<file path="config.mk">
export PLATFORM = sky130hd
export DESIGN_NAME = note_round_ctrl
export DESIGN_NICKNAME = d
export VERILOG_FILES = /design/src/rtl/note_round_ctrl_pkg.sv /design/src/rtl/note_round_ctrl_tick_timer.sv /design/src/rtl/note_round_ctrl.sv
export SDC_FILE = /design/constraint.sdc
export NUM_CORES = 1
export LEC_CHECK = 0
export BUFFER_PORTS_ARGS = -buffer_cell sky130_fd_sc_hd__buf_2
export CAP_MARGIN = 5
export CELL_PAD_IN_SITES_DETAIL_PLACEMENT = 0
export CELL_PAD_IN_SITES_GLOBAL_PLACEMENT = 2
export CORE_AREA = 10 10 109 111
export CTS_CLUSTER_DIAMETER = 30
export DETAILED_ROUTE_END_ITERATION = 6
export DIE_AREA = 0 0 119 121
export PLACE_DENSITY_LB_ADDON = 0.2
export SETUP_SLACK_MARGIN = 0.05
export SLEW_MARGIN = 15
export SYNTH_ARGS = -nofsm -noshare
export SYNTH_HDL_FRONTEND = slang
export SYNTH_SLANG_ARGS = --single-unit
</file>
<file path="constraint.sdc">
create_clock -name clk -period 2.6 [get_ports clk]
set_clock_uncertainty 0.2 [all_clocks]
set_input_delay 0.39 -clock clk [delete_from_list [all_inputs] [get_ports clk]]
set_output_delay 0.39 -clock clk [all_outputs]
set_load 0.03 [all_outputs]
</file>
<file path="src/rtl/note_round_ctrl_pkg.sv">
// Shared definitions for the rhythm-game round controller: lane codes,
// playfield geometry and the round state encoding.
package note_round_ctrl_pkg;

  localparam int ROW_W = 3;

  localparam logic [ROW_W-1:0] LANE_NONE = 3'b000;
  localparam logic [ROW_W-1:0] LANE_3    = 3'b001;
  localparam logic [ROW_W-1:0] LANE_2    = 3'b010;
  localparam logic [ROW_W-1:0] LANE_1    = 3'b011;
  localparam logic [ROW_W-1:0] LANE_0    = 3'b100;

  typedef enum logic [2:0] {
    ST_IDLE      = 3'd0,
    ST_WAIT_TICK = 3'd1,
    ST_SHIFT     = 3'd2,
    ST_CHECK     = 3'd3,
    ST_UPDATE    = 3'd4,
    ST_OVER      = 3'd5
  } state_t;

  // Unused codes 101-111 from the pattern source become an empty row.
  function automatic logic [ROW_W-1:0] lane_sanitize(input logic [ROW_W-1:0] code);
    case (code)
      LANE_NONE, LANE_3, LANE_2, LANE_1, LANE_0: return code;
      default:                                   return LANE_NONE;
    endcase
  endfunction

endpackage

</file>
<file path="src/rtl/note_round_ctrl_tick_timer.sv">
// Loadable down-counter pacing note steps; zero is high once the count
// has run down, and the count holds at zero until the next load.
module tick_timer #(
  parameter logic [24:0] TICK_CYCLES = 25'd12500000
) (
  input  logic clk,
  input  logic reset,
  input  logic load,
  input  logic en,
  output logic zero
);

  logic [24:0] count;

  // NOTE: sequential state is always written with non-blocking assignments.
  always_ff @(posedge clk or posedge reset) begin
    if (reset) begin
      count <= '0;
    end else if (load) begin
      count <= TICK_CYCLES - 25'd1;
    end else if (en && (count != '0)) begin
      count <= count - 25'd1;
    end
  end

  assign zero = (count == '0);

endmodule

</file>
<file path="src/rtl/note_round_ctrl.sv">
// Round controller: shifts the four-row playfield on each tick, runs the
// check_go/check_done handshake and folds the verdict into score/streak/lives.
module note_round_ctrl
  import note_round_ctrl_pkg::*;
#(
  parameter logic [24:0] TICK_CYCLES = 25'd12500000,
  parameter logic [3:0]  LIVES       = 4'd5,
  parameter int          SCORE_W     = 8
) (
  input  logic                 clk,
  input  logic                 reset,
  input  logic                 start,
  input  logic [ROW_W-1:0]     note_in,
  output logic                 note_rd,
  input  logic                 check_done,
  input  logic                 hit,
  input  logic                 miss,
  output logic                 check_go,
  output logic [4*ROW_W-1:0]   rows,
  output logic [ROW_W-1:0]     row_4,
  output logic [SCORE_W-1:0]   score,
  output logic [SCORE_W-1:0]   streak,
  output logic [3:0]           lives_left,
  output logic                 playing,
  output logic                 game_over
);

  localparam logic [SCORE_W-1:0] SCORE_MAX = '1;
  localparam logic [SCORE_W-1:0] SCORE_ONE = {{(SCORE_W-1){1'b0}}, 1'b1};

  state_t state;
  logic   hit_q;
  logic   miss_q;
  logic   tick_zero;
  logic   lose;

  // Counter sits preloaded outside WAIT_TICK, so every entry starts a full tick.
  tick_timer #(.TICK_CYCLES(TICK_CYCLES)) u_tick_timer (
    .clk   (clk),
    .reset (reset),
    .load  (state != ST_WAIT_TICK),
    .en    (state == ST_WAIT_TICK),
    .zero  (tick_zero)
  );

  assign row_4 = rows[ROW_W-1:0];

  // A life is lost on an explicit miss or on a note left unplayed; hit wins.
  assign lose = !hit_q && (miss_q || (row_4 != LANE_NONE));

  always_ff @(posedge clk or posedge reset) begin
    if (reset) begin
      state      <= ST_IDLE;
      rows       <= '0;
      score      <= '0;
      streak     <= '0;
      lives_left <= '0;
      check_go   <= 1'b0;
      note_rd    <= 1'b0;
      playing    <= 1'b0;
      game_over  <= 1'b0;
      hit_q      <= 1'b0;
      miss_q     <= 1'b0;
    end else begin
      note_rd <= 1'b0;
      case (state)
        ST_IDLE, ST_OVER: begin
          if (start) begin
            state      <= ST_WAIT_TICK;
            rows       <= '0;
            score      <= '0;
            streak     <= '0;
            lives_left <= LIVES;
            playing    <= 1'b1;
            game_over  <= 1'b0;
          end
        end
        ST_WAIT_TICK: begin
          if (tick_zero) begin
            state   <= ST_SHIFT;
            note_rd <= 1'b1;
          end
        end
        ST_SHIFT: begin
          rows     <= {lane_sanitize(note_in), rows[4*ROW_W-1:ROW_W]};
          check_go <= 1'b1;
          state    <= ST_CHECK;
        end
        ST_CHECK: begin
          if (check_done) begin
            hit_q    <= hit;
            miss_q   <= miss;
            check_go <= 1'b0;
            state    <= ST_UPDATE;
          end
        end
        ST_UPDATE: begin
          if (hit_q) begin
            if (score != SCORE_MAX)  score  <= score + SCORE_ONE;
            if (streak != SCORE_MAX) streak <= streak + SCORE_ONE;
          end else if (lose) begin
            streak <= '0;
            if (lives_left != 4'd0) lives_left <= lives_left - 4'd1;
          end
          if (lose && (lives_left <= 4'd1)) begin
            state     <= ST_OVER;
            playing   <= 1'b0;
            game_over <= 1'b1;
          end else begin
            state <= ST_WAIT_TICK;
          end
        end
        default: begin
          state   <= ST_IDLE;
          playing <= 1'b0;
        end
      endcase
    end
  end

endmodule

</file>
==> results.toml, run 1 <==
[setup_path]
cpPeakStageDelay_ns = 0.57
worst_r2r_path_depth = 7
path_max_fanout = 6
crit_path_end_kind = "flip-flop"
reg2reg_from = "u_tick_timer.count[3]"
r2r_slack_ns = 0.12
r2r-end = "u_tick_timer.count[23]"
slowest_stage = "or4_4"
crit_buf_inv = 2
path_depth = 7
cp_top_family = "simple AND/OR/NAND/NOR gates"
endpoint = "u_tick_timer.count[23]"
startpoint = "u_tick_timer.count[3]"
critPathKind = "flip-flop to flip-flop"
worstPathArrival_ns = 2.56
crit_chain = "or4_4, nor3_2, o31ai_4, buf_4, buf_4, or4_1, nand3_1"
cp_common_cell = "buf_4"
start_kind = "flip-flop"
crit_required_ns = 2.68

[cts]
clk_pin_slew_ns = 0.08
cts_root_buf = "clkbuf_8"
cts_buffers = 9
htree_levels = 3
cts.sinks = 66
cts_tree = "done"
clock_latency_ns = 0.35
clockBufferDepth = 2

[global_routing]
grt_max_degree = 48
grt.overflow.total = 0
antenna_found_initial = 0
grt_first_pass_wirelength_um = 14170
grt_use_total_pct = 11.84
grt_pass1_vias = 2827

[status]
run_status = "finished, final reports clean"

[synthesis]
syn_nets = 381
post-synth-top-area-fraction_pct = 48.05
synth.avg_cell_area_um2 = 9.391
ys_seq_elements = 66
synth_area_leaders = "dfrtp_1 (48%), nand2_1 (5.4%), o21ai_0 (4.8%)"
ys.flop_type = "dfrtp_1"
netlist_area_mm2 = 0.003437
synth.distinct_cells = 53
async_flop_share_pct = 100.0
synth_seq_area_share_pct = 48.05
synth_area_leader_cell = "dfrtp_1"
synth_edf_count = 0
netlist_instances = 366
synth_warnings = 0

[placement]
place_inst = 551
portBuffers = 47
gp_congestion = 0.7633
dp_hpwl_um = 5993
place_worst_setup_slack_ns = 0.1604
post_dp_cell_area_mm2 = 0.003935

[finish]
area_delta_synth_final_pct = 22.86
diodes = 0
fin_area_mm2 = 0.004223
layout.nets = 448
final_cells = 571
drive_gt1_share_pct = 25.34

[die]
ios = 48
die_h_um = 121
die-area_mm2 = 0.01440
die_x_um = 119
floorplan.initialDensity_pct = 35.66
num_rows = 36
fp.coreArea_mm2 = 0.009639

[sta]
setup_tns_ns = 0
drv_slew = 0
finalWorstSetupSlack_ns = 0.1184
worst_pin_slew_ns = 0.5106
setup_viol = 0
rsz0062_at_grt = "no"
max_freq_ghz = 0.4030
period_minus_slack_ns = 2.482
max_slew_margin_pct = 65.89
timing.final.crit_share_pct = 95.45
finalHoldViolations = 0

[pwr]
powerDensity_mw_per_mm2 = 663.0
ir_worst_vdd_uv = 385.1
leakagePower_nw = 1.810

[detailed_routing]
drt_iter0_drc = 149
post-route-drc-count = 0
ant_nets = 0
routedWlPerCell_um = 14.67
route.vias.total = 2893
dr.pass1.iters = 4
wl_um = 8374
viasPerCell = 5.067

[hold_path]
hold_path_class = "primary input to flip-flop"

[job]
maxCapViolations = 0
[worst min path at each step]
stage               depth (start not counted)  startpoint  slack (ns)       end
floorplan                                   1      miss_q        0.28    miss_q
global placement                            2       reset        0.24  score[3]
detailed placement                          2       reset        0.24  score[3]
CTS                                         2        miss        0.06    miss_q
global route                                2        miss        0.09    miss_q
finish                                      2        miss        0.08    miss_q
[per-stage QoR]
stage	hold WS (ns)	util [%]	power [mW]
2_1_floorplan	0.2807	-	1.588
3_3_place_gp	0.2403	40.82	1.713
3_5_place_dp	0.2424	40.82	1.722
4_1_cts	0.06000	43.51	2.838
5_1_grt	0.08761	43.81	2.966
6_report	0.08116	43.81	2.800
[power by group]
part	internal [mW]	leakage (nW)	total [mW]	switching, mW
Combinational	0.178	0.887	0.428	0.250
Clock	0.647	0.124	1.09	0.446
Sequential	1.14	0.799	1.28	0.141
[cells by family (layout without fill, tap and decap cells)]
kind of cell	count (synthesis)	count (layout)	share of synthesized area, %
AND/OR/NAND/NOR	162	162	25.08
flip-flops	66	66	48.05
multiplexers	5	5	1.602
XOR/XNOR	17	17	4.332
adder cells (fa/ha/maj)	6	6	2.184
AO/OA/AOI/OAI	83	83	15.14
buffers and inverters	27	99	3.604
[cell usage after synthesis (all sizes together) (3+ instances only)]
| cell type | instances |
|---|---|
| a21o | 3 |
| a21oi | 18 |
| a31oi | 6 |
| buf | 7 |
| clkbuf | 10 |
| dfrtp | 66 |
| ha | 6 |
| inv | 10 |
| mux2 | 4 |
| nand2 | 49 |
| nand2b | 3 |
| nand3 | 15 |
| nand3b | 6 |
| nand4 | 10 |
| nor2 | 28 |
| nor2b | 4 |
| nor3 | 12 |
| nor4 | 8 |
| o21ai | 33 |
| o31ai | 7 |
| or3 | 12 |
| or4 | 5 |
| xor2 | 15 |
[routing by layer]
metal | GRT usage, % | routed length, um | share of wire (%) | vias up
met2 | 19.09 | 3884 | 46 | 40
met1 | 15.08 | 4087 | 49 | 1387
met5 | 0 | 0 | 0 | -
met4 | 5.038 | 107 | 1.3 | 0
li1 | - | - | - | 1458
met3 | 2.466 | 294 | 3.5 | 8
[area by class of cell]
cell class / instances / area [um2]
fillers: 998 / 5416
multi-input cells: 273 / 1673
flip-flops and latches: 66 / 1652
repair buffers: 73 / 445.4
well taps: 133 / 166.4
clock inverters: 7 / 125.1
clock buffers: 9 / 123.9
inverters: 10 / 37.54
[what timing repair did]
item,4_1_cts,5_1_grt
hold endpoints to repair,19,0
hold buffers,1,0
buffers inserted,0,3
gates resized for setup,0,1
setup endpoints to repair,0,8
[layout by cell type, fill, tap and decap left out, drive strengths merged, types with 6 or more instances in the layout]
master  count
o31ai       7
nor2       28
or3        12
nand3b      6
nand2      49
nor3       12
nand4      10
clkbuf      9
a21oi      18
xor2       15
a31oi       6
buf        72
nor4        8
dfrtp      66
o21ai      33
inv        12
nand3      15
ha          6
[sequential cells by signal (all words and copies together) (netlist names)]
name and flops:
check_go 1, u_tick_timer.count 25, lives_left 4, score 8
streak 8, note_rd 1, hit_q 1, game_over 1
state 3, miss_q 1, rows 12, playing 1
(Power assumes the default switching activity.)
==> run 2: changes to the inputs <==
--- a/config.mk
+++ b/config.mk
@@ -5,14 +5,17 @@
 export SDC_FILE = /design/constraint.sdc
 export NUM_CORES = 1
 export LEC_CHECK = 0
+export ABC_AREA = 1
 export BUFFER_PORTS_ARGS = -buffer_cell sky130_fd_sc_hd__buf_2
 export CAP_MARGIN = 5
 export CELL_PAD_IN_SITES_DETAIL_PLACEMENT = 0
 export CELL_PAD_IN_SITES_GLOBAL_PLACEMENT = 2
-export CORE_AREA = 10 10 109 111
+export CORE_AREA = 10 10 118 120
 export CTS_CLUSTER_DIAMETER = 30
 export DETAILED_ROUTE_END_ITERATION = 6
-export DIE_AREA = 0 0 119 121
+export DIE_AREA = 0 0 128 130
+export GPL_ROUTABILITY_DRIVEN = 0
+export HOLD_SLACK_MARGIN = 0.1
 export PLACE_DENSITY_LB_ADDON = 0.2
 export SETUP_SLACK_MARGIN = 0.05
 export SLEW_MARGIN = 15
==> results.toml, run 2 <==
[sta]
max_slew_margin_pct = 66.66
setup_tns_ns = 0
finalWorstSetupSlack_ns = 0.5684
drv_slew = 0
timing.final.crit_share_pct = 78.14
rsz0062_at_grt = "no"
setup_viol = 0
max_freq_ghz = 0.4922
finalHoldViolations = 0
period_minus_slack_ns = 2.032
worst_pin_slew_ns = 0.4995

[pwr]
total_power_mw = 3.855
powerDensity_mw_per_mm2 = 856.1
leakagePower_nw = 2.243
ir_worst_vdd_uv = 474.7

[detailed_routing]
drt_iter0_drc = 206
routedWlPerCell_um = 13.90
wl_um = 10050
ant_nets = 0
viasPerCell = 4.690
route.vias.total = 3391
dr.pass1.iters = 5
post-route-drc-count = 0

[synthesis]
syn_nets = 532
synth_seq_area_share_pct = 44.25
ys_seq_elements = 66
synth.avg_cell_area_um2 = 7.219
synth.cells.most_frequent = "nand2_1 (138), nor2_1 (76), inv_1 (69), dfrtp_1 (66), nand3_1 (48)"
synth.distinct_cells = 32
synth_warnings = 0
netlist_area_mm2 = 0.003732
synth_edf_count = 0
async_flop_share_pct = 100.0
synth_area_leaders = "dfrtp_1 (44%), nand2_1 (14%), nor2_1 (7.6%)"
ys.flop_type = "dfrtp_1"
post-synth-top-area-fraction_pct = 44.25
synth_most_common_cell = "nand2_1"
synth_area_leader_cell = "dfrtp_1"
netlist_instances = 517

[global_routing]
grt_first_pass_wirelength_um = 16640
grt.overflow.total = 0
antenna_found_initial = 0
grt_use_total_pct = 12.56
grt_max_degree = 67
grt_pass1_vias = 3299

[die]
floorplan.initialDensity_pct = 31.87
die_x_um = 128
die-area_mm2 = 0.01664
num_rows = 40
ios = 48
die_h_um = 130
fp.coreArea_mm2 = 0.01171

[setup_path]
path_max_fanout = 13
critPathKind = "flip-flop to flip-flop"
cp_top_family = "simple AND/OR/NAND/NOR gates"
path_depth = 4
crit_path_end_kind = "flip-flop"
cpPeakStageDelay_ns = 0.44
crit_required_ns = 2.60
slowest_stage = "dfrtp_1"
worstPathArrival_ns = 2.04
crit_chain = "nor3_1, inv_1, nand2_1, o22ai_1"
start_kind = "flip-flop"
worst_r2r_path_depth = 4
crit_buf_inv = 1

[cts]
cts.sinks = 66
post_cts_buffers = 0
clockBufferDepth = 2
cts_hold_buf = 3
cts_buffers = 9
htree_levels = 3
clk_pin_slew_ns = 0.05
clock_latency_ns = 0.33
cts_root_buf = "clkbuf_16"
cts_tree = "done"
cts_resized = 0

[job]
maxCapViolations = 0

[hold_path]
holdPathStages = 3
hold_path_class = "primary input to flip-flop"

[finish]
layout.nets = 588
largest_reg_flops = 25
regMostFlops = "u_tick_timer.count"
diodes = 0
drive_gt1_share_pct = 15.63
final_cell_mix = "nand2_1 (138), nor2_1 (76), inv_1 (68), dfrtp_1 (66), nand3_1 (48)"
largest_registers = "u_tick_timer.count: 25 flops, rows: 12 flops"
area_delta_synth_final_pct = 20.65
final_common_cell = "nand2_1"

[placement]
dp_hpwl_um = 7447
portBuffers = 47
place_worst_setup_slack_ns = 0.4981

[status]
run_status = "finished, final reports clean"
==> run 2: cell types whose count changed after synthesis, moves of 7 or more <==
cell	before	now
inv_1	9	69
clkbuf_1	10	2
o22ai_1	0	10
xor2_1	15	8
or3_1	10	0
nor2_1	26	76
nand2_1	49	138
nor4_1	8	0
o21ai_0	33	13
o21ai_1	0	7
nand3_1	15	48
==> run 2: logic make-up (layout without fill, tap and decap cells) <==
kind of cell / Yosys count / after routing / share of synthesized area, %
adders and majority gates: 6 / 6 / 2.011
xor gates and xnor gates: 9 / 9 / 2.112
buffers and inverters: 85 / 144 / 9.018
AOI/OAI and AO/OA: 51 / 51 / 7.844
DFF: 66 / 66 / 44.25
and+or+nand+nor: 300 / 300 / 34.76
==> run 2: worst register-to-register path, cell delays in order (launching register included) <==
cell	delay [ns]
dfrtp_1	0.44
nor3_1	0.44
inv_1	0.31
nand2_1	0.38
o22ai_1	0.13
==> run 2: worst paths after layout <==
path,startpoint,endpoint,slack (ns)
min in group asynchronous,reset,u_tick_timer.count[0],0.49
worst max register to register,state[2],rows[9],0.57
worst min register to register,playing,playing,0.26
max in group asynchronous,reset,u_tick_timer.count[22],1.42
worst min-delay path,note_in[0],rows[9],0.13
worst max-delay path,state[2],rows[9],0.57
==> run 2: area by class of cell <==
type,instances,area [um2]
Clock inverter,2,60.06
Timing Repair Buffer,55,315.3
Clock buffer,12,266.5
Sequential cell,66,1652
Multi-Input combinational cell,366,1744
Fill cell,1266,7208
Inverter,75,281.5
Tap cell,147,183.9
==> run 2: per-stage QoR <==
step | hold slack, ns | utilization (%) | std cells | area [um2]
2_1_floorplan | 0.2429 | - | 517 | 3732
3_3_place_gp | 0.2625 | 35.41 | 706 | 4146
3_5_place_dp | 0.2585 | 35.41 | 706 | 4146
4_1_cts | 0.1124 | 38.45 | 723 | 4503
5_1_grt | 0.1309 | 38.45 | 723 | 4503
6_report | 0.1303 | 38.45 | 723 | 4503
==> run 2: power breakdown <==
| part | switching, mW | leakage [nW] | internal, mW | total, mW |
|---|---|---|---|---|
| Sequential | 0.120 | 0.820 | 1.17 | 1.29 |
| Clock | 0.444 | 0.161 | 0.907 | 1.35 |
| Combinational | 0.889 | 1.26 | 0.325 | 1.21 |
| Total | 1.45 | 2.24 | 2.40 | 3.85 |
==> run 2: layer usage <==
layer / share of wire, % / global-route usage, % / routed length (um)
met1: 48 / 15.78 / 4832
met2: 45 / 19.36 / 4563
met3: 4.4 / 3.935 / 443
met4: 2.1 / 5.695 / 211
met5: 0 / 0 / 0
